<file path="src/rtl/exec_stage_pipe.sv">
// ============================================================================
// exec_stage_pipe : registered execute stage (forwarding muxes, ALU, optional
// iterative multiplier enabled by macro EXEC_MUL_EN).  Rev 1.0
// ============================================================================
`default_nettype none

module exec_stage_pipe #(
   parameter int WIDTH = 16,
   parameter int CNT_W = $clog2(WIDTH)
) (
   input  logic             clk,
   input  logic             rst,
   input  logic             flush,
   input  logic             in_valid,
   output logic             in_ready,
   input  logic [2:0]       alu_op,
   input  logic [1:0]       src1_sel,
   input  logic [1:0]       src2_sel,
   input  logic             flag_src,
   input  logic [WIDTH-1:0] data1_val,
   input  logic [WIDTH-1:0] data2_val,
   input  logic [WIDTH-1:0] imm_val,
   input  logic [WIDTH-1:0] prev_mem,
   input  logic [3:0]       flags_in,
   input  logic [3:0]       mem_flags,
   output logic [WIDTH-1:0] alu_out,
   output logic [3:0]       flags_out,
   output logic             out_valid,
   output logic             busy
);

   localparam logic [2:0] OP_MOV = 3'b000;
   localparam logic [2:0] OP_ADD = 3'b001;
   localparam logic [2:0] OP_SUB = 3'b010;
   localparam logic [2:0] OP_AND = 3'b011;
   localparam logic [2:0] OP_OR  = 3'b100;
   localparam logic [2:0] OP_NOT = 3'b101;
   localparam logic [2:0] OP_SHL = 3'b110;
   localparam logic [2:0] OP_MUL = 3'b111;

   logic [WIDTH-1:0] alu_out_q, alu_out_d;
   logic [3:0]       flags_q, flags_d;
   logic             out_valid_q, out_valid_d;

   logic [WIDTH-1:0] op1, op2, res;
   logic [WIDTH:0]   sum_ext, diff_ext, shl_ext;
   logic             c_new, v_new;
   logic [3:0]       alu_flags, sel_flags;
   logic             accept;

   always_comb begin
      case (src1_sel)
         2'b00:   op1 = data1_val;
         2'b01:   op1 = alu_out_q;
         2'b10:   op1 = prev_mem;
         default: op1 = data2_val;
      endcase
      case (src2_sel)
         2'b00:   op2 = data2_val;
         2'b01:   op2 = alu_out_q;
         2'b10:   op2 = prev_mem;
         default: op2 = imm_val;
      endcase
   end

   always_comb begin
      res      = '0;
      c_new    = flags_in[2];
      v_new    = flags_in[3];
      sum_ext  = {1'b0, op1} + {1'b0, op2};
      diff_ext = {1'b0, op1} - {1'b0, op2};
      // Bit WIDTH of the widened shift is the last bit pushed out (0 for a zero shift).
      shl_ext  = {1'b0, op1} << op2[CNT_W-1:0];
      case (alu_op)
         OP_MOV: res = op2;
         OP_ADD: begin
            res   = sum_ext[WIDTH-1:0];
            c_new = sum_ext[WIDTH];
            v_new = (op1[WIDTH-1] == op2[WIDTH-1]) && (res[WIDTH-1] != op1[WIDTH-1]);
         end
         OP_SUB: begin
            res   = diff_ext[WIDTH-1:0];
            c_new = diff_ext[WIDTH];
            v_new = (op1[WIDTH-1] != op2[WIDTH-1]) && (res[WIDTH-1] != op1[WIDTH-1]);
         end
         OP_AND: res = op1 & op2;
         OP_OR:  res = op1 | op2;
         OP_NOT: res = ~op1;
         OP_SHL: begin
            res   = shl_ext[WIDTH-1:0];
            c_new = shl_ext[WIDTH];
         end
         default: res = '0;
      endcase
      alu_flags = {v_new, c_new, res[WIDTH-1], ~|res};
`ifndef EXEC_MUL_EN
      if (alu_op == OP_MUL) begin
         alu_flags = flags_in;
      end
`endif
      sel_flags = flag_src ? alu_flags : mem_flags;
   end

`ifdef EXEC_MUL_EN
   typedef enum logic [0:0] {
      ST_IDLE = 1'b0,
      ST_MUL  = 1'b1
   } state_t;

   state_t             state_q, state_d;
   logic [CNT_W-1:0]   cnt_q, cnt_d;
   logic [2*WIDTH-1:0] acc_q, acc_d;
   logic [2*WIDTH-1:0] mcand_q, mcand_d;
   logic [WIDTH-1:0]   mplier_q, mplier_d;
   logic               mul_fsrc_q, mul_fsrc_d;
   logic [3:0]         mul_mflags_q, mul_mflags_d;
   logic [2*WIDTH-1:0] acc_step;
   logic [3:0]         mul_flags;

   assign busy     = (state_q == ST_MUL);
   assign in_ready = ~busy;
   assign accept   = in_valid & in_ready & ~flush;

   always_comb begin
      state_d      = state_q;
      cnt_d        = cnt_q;
      acc_d        = acc_q;
      mcand_d      = mcand_q;
      mplier_d     = mplier_q;
      mul_fsrc_d   = mul_fsrc_q;
      mul_mflags_d = mul_mflags_q;
      alu_out_d    = alu_out_q;
      flags_d      = flags_q;
      out_valid_d  = 1'b0;
      acc_step     = acc_q + (mplier_q[0] ? mcand_q : '0);
      mul_flags    = {1'b0, |acc_step[2*WIDTH-1:WIDTH], acc_step[WIDTH-1],
                      ~|acc_step[WIDTH-1:0]};
      case (state_q)
         ST_IDLE: begin
            if (accept) begin
               if (alu_op == OP_MUL) begin
                  // Bit 0 is folded into the accept edge so the result lands
                  // WIDTH cycles after issue with only WIDTH-1 busy cycles.
                  acc_d        = op2[0] ? {{WIDTH{1'b0}}, op1} : '0;
                  mcand_d      = {{(WIDTH-1){1'b0}}, op1, 1'b0};
                  mplier_d     = op2 >> 1;
                  cnt_d        = CNT_W'(1);
                  mul_fsrc_d   = flag_src;
                  mul_mflags_d = mem_flags;
                  state_d      = ST_MUL;
               end else begin
                  alu_out_d   = res;
                  flags_d     = sel_flags;
                  out_valid_d = 1'b1;
               end
            end
         end
         ST_MUL: begin
            if (flush) begin
               state_d = ST_IDLE;
               cnt_d   = '0;
               acc_d   = '0;
            end else begin
               acc_d    = acc_step;
               mcand_d  = mcand_q << 1;
               mplier_d = mplier_q >> 1;
               cnt_d    = cnt_q + CNT_W'(1);
               if (cnt_q == CNT_W'(WIDTH-1)) begin
                  alu_out_d   = acc_step[WIDTH-1:0];
                  flags_d     = mul_fsrc_q ? mul_flags : mul_mflags_q;
                  out_valid_d = 1'b1;
                  cnt_d       = '0;
                  state_d     = ST_IDLE;
               end
            end
         end
         default: state_d = ST_IDLE;
      endcase
   end

   always_ff @(posedge clk or posedge rst) begin
      if (rst) begin
         state_q      <= ST_IDLE;
         cnt_q        <= '0;
         acc_q        <= '0;
         mcand_q      <= '0;
         mplier_q     <= '0;
         mul_fsrc_q   <= 1'b0;
         mul_mflags_q <= '0;
      end else begin
         state_q      <= state_d;
         cnt_q        <= cnt_d;
         acc_q        <= acc_d;
         mcand_q      <= mcand_d;
         mplier_q     <= mplier_d;
         mul_fsrc_q   <= mul_fsrc_d;
         mul_mflags_q <= mul_mflags_d;
      end
   end
`else
   assign busy     = 1'b0;
   assign in_ready = 1'b1;
   assign accept   = in_valid & ~flush;

   always_comb begin
      alu_out_d   = alu_out_q;
      flags_d     = flags_q;
      out_valid_d = 1'b0;
      if (accept) begin
         alu_out_d   = res;
         flags_d     = sel_flags;
         out_valid_d = 1'b1;
      end
   end
`endif

   always_ff @(posedge clk or posedge rst) begin
      if (rst) begin
         alu_out_q   <= '0;
         flags_q     <= '0;
         out_valid_q <= 1'b0;
      end else begin
         alu_out_q   <= alu_out_d;
         flags_q     <= flags_d;
         out_valid_q <= out_valid_d;
      end
   end

   assign alu_out   = alu_out_q;
   assign flags_out = flags_q;
   assign out_valid = out_valid_q;

endmodule

`default_nettype wire
</file>
<file path="config.mk">
export PLATFORM = sky130hd
export DESIGN_NAME = exec_stage_pipe
export DESIGN_NICKNAME = d
export VERILOG_FILES = /design/src/rtl/exec_stage_pipe.sv
export SDC_FILE = /design/constraint.sdc
export NUM_CORES = 1
export LEC_CHECK = 0
export CORE_MARGIN = 2
export CORE_UTILIZATION = 53
export CTS_CLUSTER_SIZE = 40
export DETAILED_ROUTE_END_ITERATION = 12
export PLACE_DENSITY_LB_ADDON = 0.2
export SLEW_MARGIN = 5
export SYNTH_ARGS = -nofsm -noshare
export SYNTH_HDL_FRONTEND = slang
export SYNTH_SLANG_ARGS = --single-unit
</file>
<file path="constraint.sdc">
create_clock -name clk -period 5.3 [get_ports clk]
set_input_delay 0.53 -clock clk [delete_from_list [all_inputs] [get_ports clk]]
set_output_delay 0.53 -clock clk [all_outputs]
set_load 0.02 [all_outputs]
</file>
[After elaboration in Yosys (flattened, before gate mapping)]
Index checks and enable logic that the tools add are counted.
Word-level totals
  bits of input ports: 84
  flip-flop bits (word level): 21
  output and inout bits: 23
  logic and storage cells: 41
Operators by class
  equality and inequality tests: 15
  mux-type cells: 8
  $add $sub $neg: 2
  bitwise operators: 5
  reduce and logical (&&, ||, !) cells: 7
  shifts and indexed selects: 1
Operators with widths (count)
  $pmux W16 S7: 1
  $pmux W16 S3: 2
  $add A16 B16 Y17: 1
  $shl A16 B4 Y17: 1
  $sub A16 B16 Y17: 1
  $and A16 B16 Y16: 1
  $not A16 Y16: 1
  $or A16 B16 Y16: 1
  $reduce_or A16 Y1: 1
  $eq A3 B3 Y1 const B: 4
  $mux W4: 2
  $eq A3 B2 Y1 const B: 2
  $eq A2 B1 Y1 const B: 2
  $eq A2 B2 Y1 const B: 2
  $logic_not A2 Y1: 2
  $eq A3 B1 Y1 const B: 1
  $logic_not A3 Y1: 1
  $ne A1 B1 Y1: 3
  $pmux W1 S3: 1
  $logic_and A1 B1 Y1: 2
  $pmux W1 S2: 1
  $and A1 B1 Y1: 1
  $eq A1 B1 Y1: 1
  $logic_not A1 Y1: 1
  2 further kinds: 2

[Longest topological paths before layout]
Gate-level depths: netlist (run 1).
  depth after elaboration: 8
  depth in mapped cells: 17
  depth with buffers taken out: 14

[Worst setup path before layout (run 1)]
OpenSTA, ideal clock, no wires.
  path type: input to register
  from: input src2_sel[1]
  to: register flags_q[0], in the netlist flags_out[0]
  arrival: 4.857 ns
  data required time: 5.220 ns
  stages on the path: 13
  library setup time: 0.080 ns
  buffers on the path: 3
  path slack: 0.363 ns
  cell sequence: clkbuf_1 buf_1 mux4_2 ha_1 clkbuf_1 a2111oi_0 nand2_1 a31oi_1 a32oi_1 or4_4 or4_1 or4_1 o22ai_2
On the way
  word-level cells in the longest chain between the ends: 8
  elaborated cells on any way between the ends: 14
  classes of those cells: 2 x add/sub; 2 x eq/ne; 1 x shift; 4 x mux; 2 x bitwise; 3 x reduce/logical
Ends and longest elaborated chain
  start: declaration: RTL line 18  | input logic [1:0] src2_sel,
  $eq A2 B2 Y1, or another cell as far along: RTL line 58  | case (src2_sel)
  $pmux W16 S3 (*): RTL line 58
  $sub A16 B16 Y17, or another cell as far along: RTL line 71  | diff_ext = {1'b0, op1} - {1'b0, op2};
  $pmux W16 S7 (*): RTL line 74  | case (alu_op)
  $reduce_or A16 Y1 (*): RTL line 95  | alu_flags = {v_new, c_new, res[WIDTH-1], ~|res};
  $logic_not A1 Y1 (*): RTL line 95
  $mux W4 (*): RTL line 97  | if (alu_op == OP_MUL) begin
  $mux W4 (*): RTL line 101  | sel_flags = flag_src ? alu_flags : mem_flags;
  end signal: assignment: RTL line 224  | flags_q <= flags_d;
  end: declaration: RTL line 42  | logic [3:0] flags_q, flags_d;
Every way passes the cells marked *; elsewhere a longest branch is shown, timed or not.
A chain may end at the register's enable or synchronous reset.

[Worst setup path in the final report (run 1)]
  from: input src1_sel[0]
  to: register flags_q[0], in the netlist flags_out[0]
On the way
  word-level cells in the longest chain between the ends: 8
  elaborated cells on any way between the ends: 15
  classes of those cells: 2 x add/sub; 2 x eq/ne; 1 x shift; 4 x mux; 3 x bitwise; 3 x reduce/logical
Ends and longest elaborated chain
  start: declaration: RTL line 17  | input logic [1:0] src1_sel,
  $eq A2 B2 Y1, or another cell as far along: RTL line 52  | case (src1_sel)
  $pmux W16 S3 (*): RTL line 52
  $sub A16 B16 Y17, or another cell as far along: RTL line 71
  $pmux W16 S7 (*): RTL line 74
  $reduce_or A16 Y1 (*): RTL line 95
  $logic_not A1 Y1 (*): RTL line 95
  $mux W4 (*): RTL line 97
  $mux W4 (*): RTL line 101
Marks and branches as above.

==> summary.txt, run 1 <==
Yosys
  • Post-synth cell types: 71
  • Synth area leaders: mux4_2 (16%), ha_1 (13%), dfrtp_1 (10%)
  • Yosys top cell area share: 15.7%
  • Post-Syn Instances: 640
  • Post-synth EDFFs: 0
  • Mapped cell area: 0.00502 sq mm
  • Syn_area_per_cell: 7.85 sq um
  • Dominant cell type by area after synthesis: mux4_2
  • Synth warnings: 0
  • Sequential area share after synthesis: 10.5%
  • Syn_nets: 778
  • Fraction of registers with async set/reset: 100%
  • Synth Register Bits: 21
  • Synth Flop Type: dfrtp_1

Timing
  • Clock skew: 0.00427 ns
  • Highest clock rate: 203 MHz
  • RSZ-0062 raised after global routing: false
  • Final setup viols: 0
  • Setup ws final: 0.365 ns
  • Post-layout min period: 4.94 ns
  • Fin. max-slew vios: 0
  • Fin crit share: 93.1%
  • Number of hold violations in the final report: 0
  • Slew @ Worst Pin: 1.03 ns
  • Setup TNS: 0 ns
  • Worst slew margin: 31.1%

Global routing
  • Congestion Overflow GR: 0
  • M3 GR Usage: 6.49%
  • Initial antenna violation count: 0
  • Most Crowded Layer GR: met2
  • GRT Total Usage: 36.0%
  • Vias in the first global route: 5531
  • Largest net degree at the start of global routing: 39
  • First-pass GRT wire length: 29.0 mm
  • Met1 usage: 52.3%
  • M2 GR Usage: 55.1%

Place
  • Final Wtd Congestion: 0.983
  • Post-Place Cells: 831
  • Post-DP Area: 0.00617 sq mm
  • Count of input and output buffers: 104
  • Final HPWL DP: 14.7 mm
  • Worst slack at placement: 0.146 ns

CTS
  • Post-CTS setup buffer count: 0
  • CTS max path bufs: 2
  • CTS tree: built
  • H-tree level count: 1
  • Hold buffer count at CTS: 0
  • Clock sinks: 21
  • Clock Tree Root: clkbuf_8
  • Number of cells upsized or downsized after cts: 0
  • Clock transition at path regs: 0.08 ns
  • Clock latency on the worst-skew pair: 0.26 ns
  • TritonCTS Buffers: 3

Final layout
  • Final std cells w/o fill: 835
  • Fin util: 67.6%
  • Share of cells above drive strength 1: 10.9%
  • Fillcell total: 776
  • Synthesis-to-finish area growth: 23.8%
  • Multi-input logic area: 0.00411 sq mm
  • Layout Nets: 863
  • ANT cells: 0
  • Post-route cell area: 0.00622 sq mm
  • FF/Latch Area: 526 sq um

Critical path
  • Critical Path AT: 5.12 ns
  • R2r setup slk: 0.81 ns
  • Startpoint Class: primary input
  • Required time of the critical path: 5.49 ns
  • Worst Path Class, Setup: primary input to register
  • Crit-path max FO: 15
  • Worst setup EP type: register

Power and ir drop
  • Peak VDD IR: 0.147 mV
  • Leak Pwr: 2.62 nW
  • Power Density: 271 mW/mm^2

Drt
  • Vias per cell: 6.67
  • Via count: 5569
  • Routed len/inst: 21.8 um
  • Routed WL: 18.2 mm
  • Routed Antenna Nets: 0
  • DRT iter0 DRCs: 406
  • DRC Markers: 0
  • First-pass DRT Iterations: 7

Floorplan
  • Row count: 35
  • Die Width: 101 um
  • Total core area: 0.00920 sq mm
  • Die height: 101 um
  • Initial Util: 54.6%
  • Total die area: 0.0103 sq mm
  • # IOs: 107

Job
  • Number of max-cap violations: 0

Outcome
  • Status: completed

Worst hold path
  • Worst hold path type: register to register
[Yosys cell counts, drive strengths merged, types with 5 or more instances]
master,count
o22ai,13
o221ai,5
xnor2,6
nor3,15
o2111ai,5
clkbuf,34
nor2,62
buf,14
a21oi,52
ha,52
a31oi,9
a22oi,14
a211oi,9
mux4,35
nor2b,7
nand2b,9
o21ai,37
o31ai,6
a21o,5
dfrtp,21
nand3,15
mux2,6
a221oi,6
inv,46
mux2i,24
nand2,66
o21bai,7
[stage by stage]
step / power (W) / hold WS (ns)
finish: 0.00168 / 0.556
global route: 0.00180 / 0.576
CTS: 0.00165 / 0.550
detailed placement: 0.00153 / 0.515
global placement: 0.00151 / 0.509
floorplan: 0.00110 / 0.507
[critical path, cell delays in order]
cell and delay [ns]:
clkdlybuf4s50_1 0.51, buf_4 0.29, mux4_2 0.62, ha_1 0.39
nor2b_1 0.18, o21bai_1 0.14, o21ai_1 0.16, nor3_1 0.11
o311ai_1 0.31, a32oi_1 0.10, or4_4 0.57, or4_1 0.57
or4_1 0.54, o22ai_2 0.11
[cell usage in the layout (no fill, tap or decap), drive strengths merged, types with 4 or more instances in the layout]
| cell type | count |
|---|---|
| o221ai | 5 |
| a31oi | 9 |
| o2111ai | 5 |
| mux4 | 35 |
| o31ai | 6 |
| nand3 | 15 |
| mux2 | 6 |
| inv | 46 |
| nand2b | 9 |
| a21o | 5 |
| nand2 | 66 |
| o211ai | 4 |
| nor2b | 7 |
| a211oi | 9 |
| o21ai | 37 |
| o21a | 4 |
| nor3 | 15 |
| ha | 52 |
| xnor2 | 6 |
| buf | 24 |
| o22ai | 13 |
| clkdlybuf4s50 | 104 |
| clkbuf | 4 |
| o21bai | 7 |
| mux2i | 24 |
| a221oi | 6 |
| a21oi | 52 |
| dfrtp | 21 |
| a22oi | 14 |
| nor2 | 62 |
[area by class of cell]
class	count	area share, %
multi-input combinational	525	66.2
timing repair buffer	128	19.6
sequential	21	8.45
inverter	46	2.78
tap	111	2.23
clock buffer	4	0.725
[power by group]
part,internal (W),leakage [nW],switching [W],total [W]
clock network,0.0000536,0.0228,0.0000524,0.000106
logic,0.000564,2.34,0.000767,0.00133
registers,0.000200,0.257,0.0000475,0.000247
[final timing paths]
kind	start	to	cells past startpoint
worst max-delay path	src1_sel[0]	flags_out[0]$_DFFE_PP0P_	14
max in group asynchronous	rst	alu_out[8]$_DFFE_PP0P_	2
worst min register to register	alu_out[15]$_DFFE_PP0P_	alu_out[15]$_DFFE_PP0P_	2
min in group asynchronous	rst	alu_out[13]$_DFFE_PP0P_	2
worst min-delay path	alu_out[15]$_DFFE_PP0P_	alu_out[15]$_DFFE_PP0P_	2
worst max register to register	alu_out[0]$_DFFE_PP0P_	flags_out[0]$_DFFE_PP0P_	13
[routing by layer]
| metal | wire length [um] | part of all wire, % | vias up |
|---|---|---|---|
| li1 | - | - | 2554 |
| met1 | 7950 | 44 | 2631 |
| met2 | 8140 | 45 | 348 |
| met3 | 1710 | 9.4 | 36 |
| met4 | 393 | 2.2 | 0 |
| met5 | 0 | 0 | - |
[sequential cells by signal, indices dropped and copies added, names as in the netlist]
name	flops
alu_out	16
out_valid	1
flags_out	4
[cell families (layout without fill, tap and decap cells)]
logic type	after synthesis	after routing	synth area share, %
and+or+nand+nor	193	193	17.2
other	2	2	0.150
adders and majority gates	54	54	13.8
AOI/OAI and AO/OA	205	205	27.4
muxes	65	65	22.3
DFF	21	21	10.5
xor gates and xnor gates	6	6	1.05
buffers and inverters	94	178	7.65
Note: power is estimated with default switching activity, not from simulation.
==> inputs of run 2 (changes only) <==
Settings changed: CORE_MARGIN 2 to 4.
==> run 2 against run 1 <==
Register-to-register slack lost 0.08 ns. Critical path type unchanged. Die area grew 8.1%. Sequential share of layout area shrank 0.081 points. Critical path depth shrank 1. Largest cell class unchanged. Wire length grew 2.8%. Combinational power is essentially flat. Via count grew 2.7%. Design area grew 0.97%. Maximum frequency shrank 0.78%. Hold slack lost 0.033 ns.
==> summary.txt, run 2 (synthesis results as in run 1) <==
Place
  • Final HPWL DP: 15.2 mm
  • Post-DP Area: 0.00623 sq mm
  • Final Wtd Congestion: 1.04
  • Count of input and output buffers: 104
  • Worst slack at placement: 0.106 ns

Timing
  • RSZ-0062 raised after global routing: false
  • Worst slew margin: 45.5%
  • Fin. max-slew vios: 0
  • Final setup viols: 0
  • Number of hold violations in the final report: 0
  • Fin crit share: 93.9%
  • Highest clock rate: 201 MHz
  • Post-layout min period: 4.97 ns
  • Slew @ Worst Pin: 0.816 ns
  • Setup ws final: 0.326 ns
  • Setup TNS: 0 ns
  • WHS: 0.523 ns
  • Clock skew: 0.00456 ns

Global routing
  • Initial antenna violation count: 0
  • Vias in the first global route: 5550
  • GRT Total Usage: 32.7%
  • Congestion Overflow GR: 0
  • First-pass GRT wire length: 29.3 mm
  • Largest net degree at the start of global routing: 30

Power and ir drop
  • Peak VDD IR: 0.161 mV
  • Leak Pwr: 2.65 nW
  • Power Density: 268 mW/mm^2

Worst hold path
  • Hold wc startpoint: flags_out[2]$_DFFE_PP0P_
  • Worst hold path type: register to register
  • Hold EP: flags_out[2]$_DFFE_PP0P_
  • WHS Path Cells: 1

Final layout
  • ANT cells: 0
  • Most frequent cells in the layout: clkdlybuf4s50_1 (104), nand2_1 (66), nor2_1 (61)
  • Share of cells above drive strength 1: 11.5%
  • Post-route cell area: 0.00628 sq mm
  • Commonest non-fill, non-tap cell in the layout: clkdlybuf4s50_1
  • Synthesis-to-finish area growth: 25.0%
  • Fin util: 67.9%
  • Max reg flops: 16
  • FF/Latch Area: 526 sq um
  • Layout Nets: 868
  • Multi-input logic area: 0.00411 sq mm
  • Fillcell total: 806

Critical path
  • R2r setup slk: 0.73 ns
  • Critical Path AT: 5.16 ns
  • Crit-path max FO: 5
  • Startpoint Class: primary input
  • Worst-case reg-to-reg path depth: 12
  • Required time of the critical path: 5.49 ns
  • Worst r2r src: alu_out[0]$_DFFE_PP0P_
  • FF-to-FF End: flags_out[0]$_DFFE_PP0P_
  • Worst Path Class, Setup: primary input to register
  • Worst setup EP type: register

Drt
  • First-pass DRT Iterations: 5
  • DRT iter0 DRCs: 560
  • DRC Markers: 0
  • Routed Antenna Nets: 0
  • Routed WL: 18.7 mm
  • Vias per cell: 6.66
  • Via count: 5717
  • Routed len/inst: 21.8 um

Floorplan
  • Die Width: 105 um
  • Initial Util: 54.4%
  • Die height: 105 um
  • Total core area: 0.00924 sq mm
  • Row count: 35
  • # IOs: 107
  • Total die area: 0.0111 sq mm

CTS
  • Hold buffer count at CTS: 0
  • H-tree level count: 1
  • Post-CTS setup buffer count: 0
  • TritonCTS Buffers: 3
  • Clock transition at path regs: 0.08 ns
  • Clock latency on the worst-skew pair: 0.26 ns
  • Number of cells upsized or downsized after cts: 0
  • Clock Tree Root: clkbuf_8
  • CTS max path bufs: 2
  • CTS tree: built
  • Clock sinks: 21

Outcome
  • Status: completed

Job
  • Number of max-cap violations: 0
[run 2: report_power, final]
part           switching, W  leakage [nW]  internal, W
combinational      0.000765          2.37     0.000566
clock             0.0000521        0.0228    0.0000536
sequential        0.0000482         0.257     0.000199
total              0.000865          2.65     0.000819
[run 2: per-layer routing]
metal / wire length (um) / vias up / share of wire (%) / track usage, %
met5: 0 / - / 0 / 0
met4: 362 / 0 / 1.9 / 7.03
met3: 1770 / 43 / 9.5 / 5.02
met2: 8480 / 345 / 45 / 52.6
met1: 8080 / 2762 / 43 / 46.6
li1: - / 2567 / - / -
[run 2: metrics by stage]
step / power, W / cells
final: 0.00168 / 858
after global routing: 0.00179 / 858
after CTS: 0.00165 / 858
after detailed placement: 0.00153 / 854
after global placement: 0.00150 / 854
after floorplan: 0.00110 / 640
[run 2: area by class of cell]
| class | count | area share [%] |
|---|---|---|
| Timing Repair Buffer | 133 | 20.1 |
| Tap cell | 129 | 2.57 |
| Inverter | 46 | 2.75 |
| Sequential cell | 21 | 8.37 |
| Clock buffer | 4 | 0.718 |
| Multi-Input combinational cell | 525 | 65.5 |
[run 2: worst max-delay path by stage]
stage,from,end,slack [ns],depth (start not counted)
floorplan,src2_sel[1],flags_out[0]$_DFFE_PP0P_,0.36,13
global placement,src1_sel[0],flags_out[0]$_DFFE_PP0P_,0.16,13
detailed placement,src1_sel[0],flags_out[0]$_DFFE_PP0P_,0.11,13
CTS,src1_sel[0],flags_out[0]$_DFFE_PP0P_,0.36,13
global route,src1_sel[0],flags_out[0]$_DFFE_PP0P_,0.18,14
finish,src1_sel[0],flags_out[0]$_DFFE_PP0P_,0.33,13
[run 2: critical path, cell delays in order]
cell	delay (ns)
clkdlybuf4s50_1	0.51
mux4_2	0.58
ha_1	0.28
fa_1	0.49
nor2b_1	0.18
o31ai_1	0.37
nand2_1	0.17
a31oi_1	0.22
a32oi_1	0.10
or4_4	0.57
or4_1	0.55
or4_1	0.53
o22ai_2	0.10
==> inputs of run 3 (changes only) <==
Settings changed: ABC_AREA from default to 1, CORE_UTILIZATION 53 to 54, PLACE_DENSITY from default to 0.81, PLACE_DENSITY_LB_ADDON 0.2 to default.
==> run 3 against run 2 <==
Wire length up 7.6%. Non-clock buffer count down 18. Hold slack worse by 0.038 ns. Combinational power down 24%. Maximum frequency up 11%. Global-route usage up 0.98 points. Utilization down 1.6 points. Cell count up 35%. Critical endpoint unchanged.
==> summary.txt, run 3 <==
Outcome
  • Status: completed

Critical path
  • Worst setup EP type: register
  • Slowest CP cell: clkdlybuf4s50_1
  • Critical path buffers and inverters: 5
  • Worst-case reg-to-reg path depth: 20
  • Worst Path Class, Setup: primary input to register
  • Cell breakdown of the critical path: clkdlybuf4s50_1, nand2_4, o21ai_0, inv_1, ha_1, inv_1, a21oi_1, inv_1, a21oi_1, inv_1, a221oi_1, nand2_1, nand2_1, nand3_1, nand2_1, nor2_1, nand2_1, nand2_1, nand2_1, nand2_1
  • Startpoint Class: primary input
  • Critical Path AT: 4.63 ns
  • Levels on crit path: 20
  • Delay-heaviest family, CP: buffers and inverters
  • Required time of the critical path: 5.46 ns
  • CP most frequent cell: nand2_1
  • Crit-path max FO: 17
  • Slowest cell delay on critical path: 0.87 ns

Yosys
  • Synth Flop Type: dfrtp_1
  • Synth Register Bits: 21
  • Dominant cell type by area after synthesis: nand2_1
  • Sequential area share after synthesis: 9.85%
  • Fraction of registers with async set/reset: 100%
  • Xor and xnor area share after synthesis: 0.328%
  • Syn_area_per_cell: 5.64 sq um
  • Post-synth EDFFs: 0
  • Post-synthesis mux area share: 0%
  • Synth warnings: 0
  • Largest family of logic cells by synthesized area: simple AND/OR/NAND/NOR gates
  • Post-Syn Instances: 946
  • Post-synth cell types: 53
  • Post-synthesis compound-gate area fraction: 18.8%
  • Synth area leaders: nand2_1 (18%), nand3_1 (14%), ha_1 (12%)
  • Simple-gate share of the synthesized area: 45.9%
  • Count leader, synth: nand2_1
  • Mapped cell area: 0.00533 sq mm
  • Post-Synth Adder-Cell Area: 13.0%
  • Yosys top cell area share: 18.2%
  • Most instantiated cells after synthesis: nand2_1 (259), nand3_1 (148), inv_1 (93)
  • Syn_nets: 1084

Power and ir drop
  • Power Density: 210 mW/mm^2
  • Leak Pwr: 3.15 nW
  • Peak VDD IR: 0.0992 mV
  • Pwr Total: 0.00135 W

Drt
  • Via count: 6768
  • DRC Markers: 0
  • Routed WL: 20.1 mm
  • Vias per cell: 5.85
  • Routed len/inst: 17.4 um
  • First-pass DRT Iterations: 8
  • Routed Antenna Nets: 0
  • DRT iter0 DRCs: 684

Global routing
  • M2 GR Usage: 54.2%
  • Largest net degree at the start of global routing: 29
  • GRT Total Usage: 33.7%
  • First-pass GRT wire length: 31.1 mm
  • Most Crowded Layer GR: met2
  • Met1 usage: 46.9%
  • Initial antenna violation count: 0
  • Congestion Overflow GR: 0
  • M3 GR Usage: 4.32%
  • Vias in the first global route: 6014

CTS
  • Clock latency on the worst-skew pair: 0.27 ns
  • Clock Tree Root: clkbuf_8
  • Clock transition at path regs: 0.08 ns
  • Number of cells upsized or downsized after cts: 0
  • TritonCTS Buffers: 3
  • Clock sinks: 21
  • Post-CTS setup buffer count: 0
  • Hold buffer count at CTS: 0
  • CTS max path bufs: 2
  • H-tree level count: 1
  • CTS tree: built

Job
  • Number of max-cap violations: 0

Timing
  • Highest clock rate: 224 MHz
  • RSZ-0062 raised after global routing: false
  • Number of hold violations in the final report: 0
  • Fin. max-slew vios: 0
  • Post-layout min period: 4.47 ns
  • Slew @ Worst Pin: 0.830 ns
  • Fin crit share: 84.3%
  • Setup TNS: 0 ns
  • Final setup viols: 0
  • Clock skew: 0.00321 ns
  • Worst slew margin: 44.6%

Place
  • Final HPWL DP: 16.4 mm
  • Count of input and output buffers: 104
  • Final Wtd Congestion: 1.02

Final layout
  • Max reg flops: 16
  • Layout Nets: 1162
  • Most frequent cells in the layout: nand2_1 (259), nand3_1 (148), clkdlybuf4s50_1 (104)
  • ANT cells: 0
  • Synthesis-to-finish area growth: 20.5%
  • Commonest non-fill, non-tap cell in the layout: nand2_1
  • Share of cells above drive strength 1: 5.28%

Floorplan
  • Initial Util: 55.1%
  • Total die area: 0.0115 sq mm
  • Die height: 107 um
  • Die Width: 107 um
  • # IOs: 107
  • Total core area: 0.00968 sq mm
  • Row count: 36

Worst hold path
  • WHS Path Cells: 2
  • Worst hold path type: register to register
==> run 3: area by class of cell <==
cell class | instances | area [sq um]
Inverter | 104 | 395
Tap cell | 133 | 166
Multi-Input combinational cell | 779 | 4170
Timing Repair Buffer | 115 | 1120
Clock inverter | 1 | 5.00
Fill cell | 959 | 3260
Sequential cell | 21 | 526
Clock buffer | 3 | 41.3
==> run 3: per-stage QoR <==
| step | hold WS [ns] | cells | util (%) | instance area [sq um] | setup slack (ns) |
|---|---|---|---|---|---|
| 3_3_place_gp | 0.472 | 1152 | 65.9 | 6380 | 0.668 |
| 5_1_grt | 0.504 | 1156 | 66.3 | 6420 | 0.453 |
| 6_report | 0.486 | 1156 | 66.3 | 6420 | 0.833 |
| 2_1_floorplan | 0.507 | 946 | - | 5330 | 2.09 |
| 3_5_place_dp | 0.468 | 1152 | 65.9 | 6380 | 0.715 |
| 4_1_cts | 0.489 | 1156 | 66.3 | 6420 | 0.991 |
==> run 3: final timing paths <==
kind | start | to | slack [ns]
hold reg to reg | flags_out[3]$_DFFE_PP0P_ | flags_out[3]$_DFFE_PP0P_ | 0.49
setup reg to reg | alu_out[0]$_DFFE_PP0P_ | flags_out[0]$_DFFE_PP0P_ | 1.87
min in group asynchronous | rst | flags_out[2]$_DFFE_PP0P_ | 0.72
setup / recovery | src2_sel[1] | flags_out[0]$_DFFE_PP0P_ | 0.83
max in group asynchronous | rst | alu_out[1]$_DFFE_PP0P_ | 4.07
hold / removal | flags_out[3]$_DFFE_PP0P_ | flags_out[3]$_DFFE_PP0P_ | 0.49
==> run 3: cells by family after synthesis <==
group,Yosys count
xor+xnor,2
compound gates,176
other cells,2
flops,21
fa+ha+maj,54
buf+inv,146
simple gates,545
==> run 3: tightest hold or removal path: stages (launching register included) <==
cell and delay [ns]:
dfrtp_1 0.35, nand2_1 0.05, nand2_1 0.05
==> run 3: where the power goes <==
group	leakage (nW)	switching, W	internal (W)	total, W
logic	2.86	0.000645	0.000361	0.00101
clock network	0.0255	0.0000576	0.0000526	0.000110
registers	0.263	0.0000397	0.000191	0.000230
total	3.15	0.000742	0.000604	0.00135
==> run 3: layer usage <==
layer	up-vias	part of all wire, %
met5	-	0
met2	366	43
met3	39	9.6
li1	3304	-
met4	0	2.9
met1	3059	45
